`src/rtl/pc_seq_unit.sv`:
```
// Registered next-PC / status / return-address-stack unit for the SEQ Y86-64 core.
// Optional build macro PC_RETIRE_CNT_EN enables the committed-update counter on retire_cnt.
//
// state   | meaning
// ST_RUN  | executing; committing cycles update pc, RAS and retire count
// ST_HLT  | halt instruction committed; frozen until rst
// ST_INS  | invalid icode committed; frozen until rst
module pc_seq_unit #(
    parameter int                 ADDR_W    = 64,
    parameter int                 RAS_DEPTH = 8,
    parameter logic [ADDR_W-1:0]  RESET_PC  = '0
) (
    input  logic                         clk,
    input  logic                         rst,
    input  logic                         stall,
    input  logic                         cnd,
    input  logic [3:0]                   icode,
    input  logic [ADDR_W-1:0]            valC,
    input  logic [ADDR_W-1:0]            valM,
    input  logic [ADDR_W-1:0]            valP,
    output logic [ADDR_W-1:0]            pc,
    output logic [1:0]                   stat,
    output logic                         ras_mispred,
    output logic [$clog2(RAS_DEPTH):0]   ras_count,
    output logic [31:0]                  retire_cnt
);

    localparam int PTR_W = $clog2(RAS_DEPTH);
    localparam int CNT_W = PTR_W + 1;

    typedef enum logic [1:0] {
        ST_RUN = 2'd0,
        ST_HLT = 2'd1,
        ST_INS = 2'd2
    } state_t;

    state_t                 state_q, state_d;
    logic [ADDR_W-1:0]      pc_q, pc_d;
    logic [PTR_W-1:0]       ras_ptr_q, ras_ptr_d;
    logic [CNT_W-1:0]       ras_cnt_q, ras_cnt_d;
    logic                   mispred_q, mispred_d;
    logic [ADDR_W-1:0]      ras_mem_q [RAS_DEPTH];

    logic [ADDR_W-1:0]      next_pc;
    logic [PTR_W-1:0]       ras_top;
    logic                   commit;
    logic                   ras_push;

    always_comb begin
        next_pc = valP;
        case (icode)
            4'd7:    next_pc = cnd ? valC : valP;
            4'd8:    next_pc = valC;
            4'd9:    next_pc = valM;
            default: next_pc = valP;
        endcase
    end

    assign commit   = (state_q == ST_RUN) && !stall;
    assign ras_push = commit && (icode == 4'd8);
    assign ras_top  = ras_ptr_q - PTR_W'(1);

`ifdef PC_RETIRE_CNT_EN
    logic [31:0] retire_q, retire_d;
`endif

    always_comb begin
        state_d   = state_q;
        pc_d      = pc_q;
        ras_ptr_d = ras_ptr_q;
        ras_cnt_d = ras_cnt_q;
        mispred_d = 1'b0;
`ifdef PC_RETIRE_CNT_EN
        retire_d  = retire_q;
`endif
        if (commit) begin
            if (icode == 4'd0) begin
                state_d = ST_HLT;
            end else if (icode > 4'd11) begin
                state_d = ST_INS;
            end else begin
                pc_d = next_pc;
`ifdef PC_RETIRE_CNT_EN
                retire_d = retire_q + 32'd1;
`endif
                if (icode == 4'd8) begin
                    ras_ptr_d = ras_ptr_q + PTR_W'(1);
                    if (ras_cnt_q != CNT_W'(RAS_DEPTH))
                        ras_cnt_d = ras_cnt_q + CNT_W'(1);
                end else if (icode == 4'd9) begin
                    // The RAS only flags disagreement; pc always follows valM.
                    if (ras_cnt_q != '0) begin
                        mispred_d = (ras_mem_q[ras_top] != valM);
                        ras_ptr_d = ras_top;
                        ras_cnt_d = ras_cnt_q - CNT_W'(1);
                    end else begin
                        mispred_d = 1'b1;
                    end
                end
            end
        end
    end

    always_ff @(posedge clk) begin
        if (rst) begin
            state_q   <= ST_RUN;
            pc_q      <= RESET_PC;
            ras_ptr_q <= '0;
            ras_cnt_q <= '0;
            mispred_q <= 1'b0;
`ifdef PC_RETIRE_CNT_EN
            retire_q  <= '0;
`endif
        end else begin
            state_q   <= state_d;
            pc_q      <= pc_d;
            ras_ptr_q <= ras_ptr_d;
            ras_cnt_q <= ras_cnt_d;
            mispred_q <= mispred_d;
`ifdef PC_RETIRE_CNT_EN
            retire_q  <= retire_d;
`endif
            if (ras_push)
                ras_mem_q[ras_ptr_q] <= valP;
        end
    end

    assign pc          = pc_q;
    assign stat        = state_q;
    assign ras_mispred = mispred_q;
    assign ras_count   = ras_cnt_q;
`ifdef PC_RETIRE_CNT_EN
    assign retire_cnt  = retire_q;
`else
    assign retire_cnt  = 32'd0;
`endif

endmodule

```
`config.mk`:
```
export PLATFORM = sky130hd
export DESIGN_NAME = pc_seq_unit
export DESIGN_NICKNAME = d
export VERILOG_FILES = /design/src/rtl/pc_seq_unit.sv
export SDC_FILE = /design/constraint.sdc
export NUM_CORES = 1
export LEC_CHECK = 0
export ABC_AREA = 1
export CORE_UTILIZATION = 41
export DETAILED_ROUTE_END_ITERATION = 6
export DONT_BUFFER_PORTS = 1
export PLACE_DENSITY = 0.52
export SLEW_MARGIN = 20
export SYNTH_ARGS = -nofsm -noshare
export SYNTH_HDL_FRONTEND = slang
export SYNTH_SLANG_ARGS = --single-unit
```
`constraint.sdc`:
```
create_clock -name clk -period 16.2 [get_ports clk]
set_input_delay 1.62 -clock clk [delete_from_list [all_inputs] [get_ports clk]]
set_output_delay 1.62 -clock clk [all_outputs]
set_load 0.01 [all_outputs]
```
==> summary.md, run 1 <==
| Metric | Value |
|---|---|
| Status | `finished, final reports clean` |
| Vias per Instance | `5.25` |
| # hold bufs at CTS | `0` |
| Crit-path leading delay family | `buffers and inverters` |
| Critical R2R Capture | `ras_mispred` |
| Tightest Pin Transition | `1130 ps` |
| Slew HR | `0.248` |
| Reg2reg setup slack | `11280 ps` |
| Root buffer cell | `clkbuf_16` |
| Clk Latency, worst-skew pair | `610 ps` |
| Clk_skew | `28.0 ps` |
| Crit path largest cell delay | `900 ps` |
| Drt initial violations | `about 1500` |
| Setup TNS | `0 ps` |
| Worst r2r src | `ras_ptr_q[0]` |
| Primary FF master, synth | `edfxtp_1` |
| Io pins | `approximately 300` |
| Gr usage total | `0.230` |
| Cell Pwr Density | `112 mW/mm²` |
| DIE AREA | `0.0648 mm²` |
| Fin crit period | `slightly below 5000 ps` |
| Vias | `18500` |
| CTS H-tree depth | `3` |
| Share of layout cells above drive strength 1 | `0.0558` |
| Logic pwr share | `0.029` |
| Internal | `between 0.002 and 0.003 W` |
| Commonest non-fill, non-tap cell in the layout | `nand2_1` |
| Leak | `11.2 nW` |
| Post-synth EDFFs | `512` |
| Achievable Freq | `roughly 200 MHz` |
| Setup fix buffers added after clock tree synthesis | `0` |
| Sw Pwr | `0.000690 W` |
| Die width | `255 µm` |
| Largest net degree at the start of global routing | `100` |
| Critical path launch point type | `flop` |
| Endpoints failing hold | `0` |
| CP most frequent cell | `nand2_1` |
| CTS Sinks | `586` |
| Tcrit/Tclk final | `0.304` |
| CP Max Fanout | `99` |
| Placed cells | `3395` |
| Final #Nets | `2823` |
| Initial Util | `0.415` |
| Final Instance Area | `0.0289 mm²` |
| RD Place Congestion | `0.765` |
| Number of global-route vias before repair | `17600` |
| Mean area per synthesized cell | `9.83 µm²` |
| Worst-path clk slew | `60 ps` |
| Initial antenna violation count | `2` |
| Synth Warn # | `0` |
| Post-synthesis register bit count | `586` |
| Core area | `0.0631 mm²` |
| Switching share of power | `0.214` |
| Synth cell types | `34` |
| Non-filler cells, final | `3518` |
| Grt ovf | `0` |
| Reg2Reg Depth | `17` |
| DIE HEIGHT | `255 µm` |
| Worst Hold Launch | `ras_count[0]` |
| Diodes inserted | `0` |
| Async SR Flop Fraction | `0` |
| Inserted Clock Buffers | `67` |
| # DRC | `0` |
| Crit path capture type | `flop` |
| CTS tree | `done` |
| DR pass1 iterations | `7` |
| Reg power frac | `0.519` |
| Antenna-violating nets left | `0` |
| FILL cells | `6005` |
| Min-delay worst type | `reg -> reg` |
| Synth-to-Final Area Change | `10.3%` |
| Critical path's slowest cell | `buf_4` |
| RSZ-0062 raised after global routing | `false` |
| Worst Path Buf+Inv | `4` |
| CP Data Required Time | `16710 ps` |
| First-pass GRT wire length | `110000 µm` |
| Port Buf Inserts | `0` |
| Worst Path Arrival | `5430 ps` |
| Routed WL | `74900 µm` |
| Most frequent cells in the layout | `nand2_1, edfxtp_1, nor2_1` |
| Post-detail-place hpwl | `between 40000 and 50000 µm` |
| Clock Power Share | `0.453` |
| Hold Path Cell Cnt | `1` |
| Pins Over Slew Limit | `0` |
| Synthesized cell area | `0.0262 mm²` |
| Worst Setup Path Type | `reg -> reg` |
| Final setup viols | `0` |
| Post-CTS sizing | `0` |
| CP Cell Sequence | `inv_6 > ha_4 > inv_4 > buf_4 > nand2_1 > nand3_1 > nand2_1 > nand2_1 > nand2_1 > nor2_1 > nand2_1 > nor2_1 > nand2_1 > nor2_1 > nand3_1 > nand2_1 > inv_1` |
| Hold EP | `ras_count[0]` |
| Routed len/inst | `21.3 µm` |
| Post-synthesis cell count | `2661` |
| FP Rows | `92` |
| CTS Buffer Depth | `3` |
| Max-Cap Viols | `0` |
| Seq/Total Area, Yosys | `0.644` |
| Dpl cell area | `0.0267 mm²` |
| Max IR drop VDD | `0.0755 mV` |
-- per-stage QoR --
stage                util  hold WS (ps)  power (W)  setup WS [ps]
floorplan               -           518    0.00178           8900
global placement    0.424           549    0.00180          11190
detailed placement  0.424           563    0.00180          11170
CTS                 0.458           576    0.00326          11190
global route        0.458           581    0.00333          10890
finish              0.458           581    0.00323          11280
-- how the worst max path moves through the flow --
stage,from,to,slack [ps],cells after the start
after floorplan,icode[3],ras_mem_q[0][0],8900,6
after global placement,ras_ptr_q[0],ras_mispred,11190,17
after detailed placement,ras_ptr_q[0],ras_mispred,11170,17
after CTS,ras_ptr_q[0],ras_mispred,11190,17
after global routing,ras_ptr_q[0],ras_mispred,10890,17
final,ras_ptr_q[0],ras_mispred,11280,17
-- logic make-up after synthesis --
| logic type | share of synthesized area |
|---|---|
| AND/OR/NAND/NOR | 0.222 |
| flip-flops | 0.644 |
| buffers and inverters | 0.0675 |
| AO/OA/AOI/OAI | 0.0608 |
| XOR/XNOR | 0.00273 |
| adder cells (fa/ha/maj) | 0.00268 |
| other | 0.000143 |
-- routing by layer --
| layer | share of wire | vias up | global-route usage |
|---|---|---|---|
| met4 | 0.019 | 0 | 0.0645 |
| met1 | 0.44 | 8980 | 0.307 |
| met5 | 0 | - | 0 |
| met2 | 0.47 | 570 | 0.382 |
| met3 | 0.070 | 95 | 0.0459 |
| li1 | - | 8823 | - |
-- state kept, by name, indices dropped and copies added (netlist names) --
signal	flops
ras_mispred	1
ras_mem_q	512
ras_ptr_q	3
stat	2
pc	64
ras_count	4
-- power by group through the flow --
stage | registers (W) | logic (W) | clock network [W]
5_1_grt | 0.00168 | 0.000104 | 0.00155
2_1_floorplan | 0.00170 | 0.0000738 | 0
3_3_place_gp | 0.00171 | 0.0000902 | 0
4_1_cts | 0.00167 | 0.0000932 | 0.00149
3_5_place_dp | 0.00171 | 0.0000927 | 0
6_report | 0.00167 | 0.0000928 | 0.00146
-- area by class of cell --
type                       count  area, µm²  area share
clock buffer                  91       1890      0.0655
clock inverter                32        239     0.00828
inverter                     212        806      0.0279
multi-input combinational   1717       7760       0.269
sequential                   586      16900       0.584
tap                          846       1060      0.0367
timing repair buffer          34        255     0.00884
-- synthesized netlist by cell type (39+ instances only) --
master,n,share of area
nand2_1,810,0.12
edfxtp_1,512,0.59
nor2_1,275,0.039
nand3_1,259,0.050
inv_1,209,0.030
o21ai_0,181,0.035
dfxtp_1,74,0.057
clkbuf_1,65,0.0093
a41oi_1,63,0.021
buf_2,47,0.0090
nand3b_1,45,0.013
buf_4,39,0.011
No activity file was read; power rests on OpenSTA's default activity.
==> run 2, diff against run 1 <==
Clock period 16.2 ns to 4.95 ns, I/O delays scaled along.
==> run 2 against run 1 <==
  * Combinational power grew to 4.3 times the previous value
  * Non-clock buffer count grew 66
  * Power increased to 3.3 times the previous value
  * Critical endpoint unchanged
  * Worst setup slack got worse by 9800 ps
  * Largest power group unchanged
==> summary.md, run 2 (synthesized netlist as in run 1, its figures left out) <==
| Metric | Value |
|---|---|
| Status | `finished, final reports clean` |
| Core area | `0.0631 mm²` |
| DIE HEIGHT | `~250 µm` |
| Max-Cap Viols | `0` |
| Fin crit period | `3500 ps` |
| Crit path capture type | `flop` |
| CTS H-tree depth | `3` |
| Share of layout cells above drive strength 1 | `0.0534` |
| Achievable Freq | `between 200 and 300 MHz` |
| CTS Sinks | `586` |
| RSZ-0062 raised after global routing | `false` |
| FP Rows | `92` |
| Max reg flops | `between 500 and 600` |
| Inserted Clock Buffers | `66` |
| Antenna-violating nets left | `0` |
| Slew HR | `0.321` |
| Vias | `18600` |
| Most frequent cells in the layout | `nand2_1, edfxtp_1, nor2_1` |
| Leak | `11.5 nW` |
| CP Cell Sequence | `inv_6 > ha_4 > inv_4 > buf_12 > nand3_1 > nand2_1 > nand2_1 > nand3_1 > nand4_1 > nor2_1 > nand2_1 > nor2_1 > nand3_1 > nand2_1 > inv_1` |
| CTS Buffer Depth | `3` |
| Initial Util | `0.415` |
| Die width | `255 µm` |
| Synth-to-Final Area Change | `13.2%` |
| Post-detail-place hpwl | `43700 µm` |
| Max IR drop VDD | `0.200 mV` |
| Worst Setup Path Type | `reg -> reg` |
| Grt ovf | `0` |
| CTS tree | `done` |
| Final setup viols | `0` |
| Setup TNS | `0 ps` |
| # DRC | `0` |
| Crit path largest cell delay | `600 ps` |
| Cell Pwr Density | `359 mW/mm²` |
| Gr usage total | `0.236` |
| Commonest non-fill, non-tap cell in the layout | `nand2_1` |
| CP most frequent cell | `nand2_1` |
| Tcrit/Tclk final | `0.707` |
| Critical path's slowest cell | `dfxtp_4` |
| First-pass GRT wire length | `112000 µm` |
| Critical path launch point type | `flop` |
| Worst Path Buf+Inv | `4` |
| Worst-path clk slew | `about 60 ps` |
| Min-delay worst type | `in -> reg` |
| Biggest register | `ras_mem_q` |
| Worst Path Arrival | `3990 ps` |
| Final #Nets | `2888` |
| Crit-path leading delay family | `simple AND/OR/NAND/NOR gates` |
| Drt initial violations | `1336` |
| DR pass1 iterations | `5` |
| Final Util | `0.470` |
| Pins Over Slew Limit | `0` |
| Setup fix buffers added after clock tree synthesis | `0` |
| CP Max Fanout | `57` |
| DIE AREA | `approximately 0.065 mm²` |
| Endpoints failing hold | `0` |
| Largest net degree at the start of global routing | `243` |
| Initial antenna violation count | `2` |
| Clk Latency, worst-skew pair | `approximately 600 ps` |
| RD Place Congestion | `0.793` |
| FILL cells | `5900` |
| Tightest Pin Transition | `between 1000 and 1500 ps` |
| Root buffer cell | `clkbuf_16` |
| Routed WL | `77100 µm` |
| Io pins | `303` |
| Routed len/inst | `around 22 µm` |
| Number of global-route vias before repair | `~18000` |
| CP Data Required Time | `between 5000 and 6000 ps` |
| Vias per Instance | `between 5 and 6` |
| Clk_skew | `18.1 ps` |
| Port Buf Inserts | `0` |
## run 2: cell count changes in the layout (fill, tap and decap cells not counted), sizes merged
cell / previous run / this run
clkbuf: 91 / 102
buf: 34 / 35
clkinvlp: 3 / 0
inv: 216 / 214
diode: 0 / 6
dlygate4sd3: 0 / 65
clkinv: 23 / 13
## run 2: per-stage QoR
stage | power [W] | cell area, µm² | worst slack, ps | instances | hold slack [ps]
6_report | 0.0106 | 29600 | 1450 | 3586 | 89.3
5_1_grt | 0.0110 | 29600 | 1200 | 3581 | 75.8
4_1_cts | 0.0107 | 29600 | 1450 | 3579 | 50.0
3_5_place_dp | 0.00589 | 26800 | 1440 | 3395 | 567
3_3_place_gp | 0.00588 | 26800 | 1460 | 3395 | 549
2_1_floorplan | 0.00581 | 26300 | -1220 | 2692 | 518
## run 2: power by group
part           leakage, nW  switching (W)  internal [W]
sequential            5.21      0.0000599       0.00542
clock                 1.03        0.00194       0.00282
combinational         5.24       0.000270      0.000133
## run 2: metal layers
layer	vias up	wire, µm	track usage
met5	-	0	0
met1	8983	32900	0.311
li1	8957	-	-
met3	81	5790	0.0492
met2	582	36800	0.390
met4	0	1700	0.0715
## run 2: repair_timing
action / in CTS / in global routing
endpoints found under the setup margin: 0 / 0
gates resized for setup: 0 / 0
hold buffers: 65 / 0
endpoints found under the hold margin: 515 / 0
## run 2: cell type report
cell class / instances / area, µm² / share of cell area
inverters: 212 / 806 / 0.0272
clock inverters: 17 / 139 / 0.00469
repair buffers: 100 / 1020 / 0.0345
multi-input cells: 1717 / 7770 / 0.262
well taps: 846 / 1060 / 0.0357
flip-flops and latches: 586 / 16900 / 0.569
diodes: 6 / 15.0 / 0.000507
clock buffers: 102 / 1950 / 0.0659
## run 2: path summary, 6_finish.rpt
check / start / to / slack, ps / cells past startpoint
max: ras_ptr_q[0] / ras_mispred / 1450 / 15
min: valC[9] / pc[9] / 90 / 2
max reg2reg: ras_ptr_q[0] / ras_mispred / 1450 / 15
min reg2reg: stat[0] / stat[0] / 580 / 1
